<file path="src/rtl/inverter_loop_tester_pkg.sv">
// Shared types and defaults for the inverter loop tester: FSM state codes,
// default widths and the iteration count used when averaging is enabled.
package inverter_loop_tester_pkg;

   typedef enum logic [2:0] {
      ST_IDLE      = 3'd0,
      ST_SETTLE_LO = 3'd1,
      ST_RISE      = 3'd2,
      ST_SETTLE_HI = 3'd3,
      ST_FALL      = 3'd4,
      ST_DONE      = 3'd5,
      ST_ERROR     = 3'd6
   } state_t;

   localparam int DEF_CNT_W         = 8;
   localparam int DEF_SETTLE_CYCLES = 16;
   localparam int AVG_ITERS         = 4;

   function automatic logic is_busy(input state_t s);
      return s inside {ST_SETTLE_LO, ST_RISE, ST_SETTLE_HI, ST_FALL};
   endfunction

endpackage

</file>
<file path="src/rtl/inverter_loop_tester_sync.sv">
// Input conditioning: 2-flop synchronizer for the returned inverter output
// and a registered rising-edge detector for the start request.
module loop_sync (
   input  logic clk,
   input  logic rst_n,
   input  logic ret_async,
   input  logic start,
   output logic ret_sync,
   output logic start_edge
);

   logic ret_meta;
   logic start_q;
   logic start_d;

   // NOTE: every flop here uses <= so all stages update from pre-edge values;
   // blocking assignments would collapse the chain into a single stage.
   always_ff @(posedge clk) begin
      if (!rst_n) begin
         ret_meta   <= 1'b0;
         ret_sync   <= 1'b0;
         start_q    <= 1'b0;
         start_d    <= 1'b0;
         start_edge <= 1'b0;
      end else begin
         ret_meta   <= ret_async;
         ret_sync   <= ret_meta;
         start_q    <= start;
         start_d    <= start_q;
         start_edge <= start_q & ~start_d;
      end
   end

endmodule

</file>
<file path="src/rtl/inverter_loop_tester.sv">
// Stimulus/capture FSM for the analog double-inverter loop: measures rise and
// fall loop delay in cycles. Define LOOP_TESTER_AVG_EN to average 4 iterations.
module inverter_loop_tester
   import inverter_loop_tester_pkg::*;
#(
   parameter int CNT_W         = DEF_CNT_W,
   parameter int SETTLE_CYCLES = DEF_SETTLE_CYCLES
) (
   input  logic       clk,
   input  logic       rst_n,
   input  logic       ena,
   input  logic [7:0] ui_in,
   output logic [7:0] uo_out,
   input  logic [7:0] uio_in,
   output logic [7:0] uio_out,
   output logic [7:0] uio_oe
);

   localparam int SET_W = $clog2(SETTLE_CYCLES + 1);
   localparam logic [SET_W-1:0] SETTLE_LAST = SET_W'(SETTLE_CYCLES - 1);
   localparam logic [CNT_W-1:0] CNT_MAX = '1;

   state_t           state;
   logic             stim, done, timeout, perr, inv;
   logic [CNT_W-1:0] cnt, rise_dly, fall_dly;
   logic [SET_W-1:0] settle_cnt;
   logic             ret_sync, start_edge;

`ifdef LOOP_TESTER_AVG_EN
   localparam int SUM_W = CNT_W + 2;
   localparam int IT_W  = $clog2(AVG_ITERS);
   logic [SUM_W-1:0] rise_sum, fall_sum;
   logic [IT_W-1:0]  iter;
`endif

   logic unused;
   assign unused = &{1'b0, ena, uio_in, ui_in[7:5], ui_in[3]};

   loop_sync u_sync (
      .clk        (clk),
      .rst_n      (rst_n),
      .ret_async  (ui_in[0]),
      .start      (ui_in[1]),
      .ret_sync   (ret_sync),
      .start_edge (start_edge)
   );

   // Expected levels are x ^ inv: inv for a low stimulus, ~inv for a high one.
   always_ff @(posedge clk) begin
      if (!rst_n) begin
         state      <= ST_IDLE;
         stim       <= 1'b0;
         done       <= 1'b0;
         timeout    <= 1'b0;
         perr       <= 1'b0;
         inv        <= 1'b0;
         cnt        <= '0;
         settle_cnt <= '0;
         rise_dly   <= '0;
         fall_dly   <= '0;
`ifdef LOOP_TESTER_AVG_EN
         rise_sum   <= '0;
         fall_sum   <= '0;
         iter       <= '0;
`endif
      end else begin
         case (state)
            ST_IDLE, ST_DONE, ST_ERROR: begin
               if (start_edge) begin
                  done       <= 1'b0;
                  timeout    <= 1'b0;
                  perr       <= 1'b0;
                  inv        <= ui_in[2];
                  settle_cnt <= '0;
                  state      <= ST_SETTLE_LO;
`ifdef LOOP_TESTER_AVG_EN
                  rise_sum   <= '0;
                  fall_sum   <= '0;
                  iter       <= '0;
`endif
               end
            end
            ST_SETTLE_LO: begin
               if (settle_cnt == SETTLE_LAST) begin
                  settle_cnt <= '0;
                  if (ret_sync != inv) begin
                     perr  <= 1'b1;
                     state <= ST_ERROR;
                  end else begin
                     stim  <= 1'b1;
                     cnt   <= '0;
                     state <= ST_RISE;
                  end
               end else begin
                  settle_cnt <= settle_cnt + 1'b1;
               end
            end
            ST_RISE: begin
               if (ret_sync == ~inv) begin
`ifdef LOOP_TESTER_AVG_EN
                  rise_sum <= rise_sum + SUM_W'(cnt);
`else
                  rise_dly <= cnt;
`endif
                  state <= ST_SETTLE_HI;
               end else if (cnt == CNT_MAX) begin
`ifndef LOOP_TESTER_AVG_EN
                  rise_dly <= cnt;
`endif
                  timeout <= 1'b1;
                  stim    <= 1'b0;
                  state   <= ST_ERROR;
               end else begin
                  cnt <= cnt + 1'b1;
               end
            end
            ST_SETTLE_HI: begin
               if (settle_cnt == SETTLE_LAST) begin
                  settle_cnt <= '0;
                  stim       <= 1'b0;
                  if (ret_sync != ~inv) begin
                     perr  <= 1'b1;
                     state <= ST_ERROR;
                  end else begin
                     cnt   <= '0;
                     state <= ST_FALL;
                  end
               end else begin
                  settle_cnt <= settle_cnt + 1'b1;
               end
            end
            ST_FALL: begin
               if (ret_sync == inv) begin
`ifdef LOOP_TESTER_AVG_EN
                  if (iter == IT_W'(AVG_ITERS - 1)) begin
                     rise_dly <= CNT_W'(rise_sum >> IT_W);
                     fall_dly <= CNT_W'((fall_sum + SUM_W'(cnt)) >> IT_W);
                     done     <= 1'b1;
                     state    <= ST_DONE;
                  end else begin
                     fall_sum <= fall_sum + SUM_W'(cnt);
                     iter     <= iter + 1'b1;
                     state    <= ST_SETTLE_LO;
                  end
`else
                  fall_dly <= cnt;
                  done     <= 1'b1;
                  state    <= ST_DONE;
`endif
               end else if (cnt == CNT_MAX) begin
`ifndef LOOP_TESTER_AVG_EN
                  fall_dly <= cnt;
`endif
                  timeout <= 1'b1;
                  state   <= ST_ERROR;
               end else begin
                  cnt <= cnt + 1'b1;
               end
            end
            default: state <= ST_IDLE;
         endcase
      end
   end

   assign uo_out  = {state, perr, timeout, done, is_busy(state), stim};
   assign uio_out = 8'(ui_in[4] ? fall_dly : rise_dly);
   assign uio_oe  = 8'hFF;

endmodule

</file>
<file path="config.mk">
export PLATFORM = sky130hd
export DESIGN_NAME = inverter_loop_tester
export DESIGN_NICKNAME = d
export VERILOG_FILES = /design/src/rtl/inverter_loop_tester_pkg.sv /design/src/rtl/inverter_loop_tester_sync.sv /design/src/rtl/inverter_loop_tester.sv
export SDC_FILE = /design/constraint.sdc
export NUM_CORES = 1
export LEC_CHECK = 0
export CAP_MARGIN = 20
export CORE_MARGIN = 3
export CORE_UTILIZATION = 47
export DETAILED_ROUTE_END_ITERATION = 12
export PLACE_DENSITY = 0.82
export SLEW_MARGIN = 20
export SYNTH_ARGS = -nofsm -noshare
export SYNTH_HDL_FRONTEND = slang
export SYNTH_HIERARCHICAL = 1
export SYNTH_SLANG_ARGS = --single-unit
</file>
<file path="constraint.sdc">
create_clock -name clk -period 1.75 [get_ports clk]
set_input_delay 0.35 -clock clk [delete_from_list [all_inputs] [get_ports clk]]
set_output_delay 0.35 -clock clk [all_outputs]
set_load 0.01 [all_outputs]
</file>
==> key figures <==
Outcome
  • Run status: finished, violations left
  • Failing checks: setup timing

STA
  • Fin. Hold Viols: 0
  • Final setup fails: 6
  • Final min period: around 1800 ps
  • Fin crit share: 1.04
  • Fmax: about 550 MHz
  • Setup repair after global routing missed its margin: yes
  • Final worst slack: -71.2 ps
  • Final-report max-slew violation count: 0
  • Total negative slack: -252 ps
  • Max Clock Skew: roughly 7.0 ps

GRT
  • Pin count of the biggest net entering global routing: 36
  • Overall Global Routing Usage: 0.217
  • GRT overflow: 0
  • Vias in the first global route: roughly 2,000
  • Initial antenna violation count: 0
  • First-pass GRT wire length: approximately 9300 microns

Synth
  • Yosys Warn Count: 6
  • Ys async rst share: 0
  • Post-synth top flop: dfxtp_1
  • Mapped Cells: 247
  • FF+latch count, synth: 42
  • Mapped Avg Cell Area: ~9.1 sq um
  • Sequential-to-total area share from yosys stat: 0.375
  • Post-synth EDFFs: 0
  • Mapped Area: between 0.002 and 0.0025 sq mm
  • Cell variety after synth: 53

Die
  • Die area: around 0.0056 sq mm
  • CORE AREA: ~0.0045 sq mm
  • Die span in x: ~75 microns
  • Die Y: 75.1 microns
  • Row cnt: 24
  • Top Ports: 43
  • Initial Util: 0.501

Place
  • Post-DP Area: around 0.0029 sq mm
  • GP Congestion: between 0.9 and 1
  • Port bufs: 21
  • Hpwl dp: 3750 microns
  • Worst slack, placed: -412 ps

Final layout
  • Ratio of cells with drive above 1 in the final layout: 0.338
  • Filler instances: ~320
  • Final core occ: 0.699
  • Cell area after layout: ~0.0031 sq mm
  • Area Overhead vs Synth: 39.4%
  • Commonest non-fill, non-tap cell in the layout: buf_4
  • Layout Nets: about 340
  • Antenna cells: 0
  • Most frequent cells in the layout: buf_4, dfxtp_1, nor2_1

Drt
  • Detailed Route WL: a little over 6000 microns
  • Remaining DRCs: 0
  • Initial drt markers: around 300
  • Avg WL per Cell: approximately 16 microns
  • Drt first pass iters: 4
  • Via density: ~5.6
  • ANT nets after route: 0
  • Vias: between 2,000 and 2,500

Critical path
  • CP delay by family, top: compound AO/OA/AOI/OAI gates
  • CP Cell Sequence: ha_4, nand4_1, nor3_1, o21ai_0, a21oi_1, o21bai_1, a21boi_0
  • CP endpoint kind: register
  • Critical path class: register to register
  • CP bufs+invs: 0
  • Req. time, crit path: around 2000 ps
  • Slowest cell on the critical path: dfxtp_4
  • CP startpoint kind: register
  • R2R cell count: 7
  • Worst EP arrival: 2020 ps
  • Worst path depth: 7
  • CP max stage delay: between 300 and 400 ps
  • CP Max Fanout: 5

Clock network
  • H-Tree Depth: 2
  • CTS hold repair buffers: 0
  • Clock Pin Slew Worst Setup and Hold Paths: approximately 80 ps
  • Max Buffers Root-to-Sink: 2
  • CTS tree: yes
  • CTS Root Cell: clkbuf_8
  • Clk Latency, worst-skew pair: ~300 ps
  • CTS Buf Count: 5
  • CTS Sinks: 42

Power
  • PwrDens: 659 mW/mm^2
  • Tot Pwr: between 2 and 2.5 mW
  • Maximum VDD drop: approximately 540 uV
  • Leakage: around 1.4 nW

Flow run
  • Max cap viols: 0

Worst hold path
  • Worst hold path type: register to register
  • Worst hold path depth: 1
## sequential cells by signal, indices dropped and copies added, names as in the netlist, 3 cells and up
name	count
cnt	8
fall_dly	8
rise_dly	8
settle_cnt	5
state	3
## layer usage
metal,routed length (microns),global-route usage,vias to the layer above
li1,-,-,991
met1,2610,0.280,991
met2,2910,0.356,82
met3,331,0.0441,20
met4,187,0.0870,0
met5,0,0,-
## where the power goes
part	internal [mW]	leakage (nW)	switching (mW)
registers	0.968	0.345	0.0155
clock network	0.426	0.0514	0.341
logic	0.164	1.01	0.147
## what timing repair did
action,in CTS,in global routing
setup endpoints to repair,18,10
gates resized for setup,25,15
setup buffers,5,4
pin swaps,6,8
## per-stage QoR
| stage | instances | hold slack [ps] |
|---|---|---|
| after global routing | 369 | 481 |
| after global placement | 352 | 428 |
| after detailed placement | 352 | 450 |
| after floorplan | 254 | 426 |
| after CTS | 365 | 471 |
| final | 369 | 463 |
## synth_stat cells (2+ instances only)
cell type,count,area share
o32ai_1,2,0.0078
o211ai_1,2,0.0067
clkbuf_1,6,0.010
nand2_1,16,0.027
nand3_1,5,0.011
nor3_1,5,0.011
ha_1,2,0.011
nor3b_2,2,0.011
xor2_1,4,0.016
o21ai_2,2,0.0078
buf_4,12,0.040
a21oi_1,9,0.020
and2_2,4,0.013
or3_1,3,0.0084
nand4_1,2,0.0056
nor2b_1,24,0.067
xnor2_1,4,0.016
a21boi_0,3,0.010
buf_2,4,0.0089
inv_1,2,0.0033
nor2_1,24,0.040
a31oi_1,4,0.011
mux2_2,8,0.040
mux2i_1,18,0.080
o21ai_0,7,0.016
o22ai_1,2,0.0056
nand2b_1,3,0.0084
dfxtp_1,42,0.37
o221a_2,2,0.010
## worst paths after layout
kind                   start         endpoint  slack (ps)
min          u_sync/ret_meta  u_sync/ret_sync         460
max reg2reg           cnt[0]         state[2]         -70
max                   cnt[0]         state[2]         -70
min reg2reg  u_sync/ret_meta  u_sync/ret_sync         460
## cell families after synthesis
| group | Yosys count | share of synthesized area |
|---|---|---|
| adder cells (fa/ha/maj) | 2 | 0.0112 |
| AO/OA/AOI/OAI | 46 | 0.147 |
| buffers and inverters | 26 | 0.0664 |
| XOR/XNOR | 9 | 0.0413 |
| AND/OR/NAND/NOR | 95 | 0.238 |
| flip-flops | 42 | 0.375 |
| multiplexers | 26 | 0.120 |
| other | 1 | 0.00167 |
## final cells by class
cell class	instances	area, sq um	share of cell area
inverters	2	7.51	0.00240
clock inverters	2	37.5	0.0120
flip-flops and latches	42	861	0.275
clock buffers	6	72.6	0.0232
well taps	52	65.1	0.0208
repair buffers	79	716	0.229
multi-input cells	186	1370	0.437
Power figures use the tool's default switching activity.
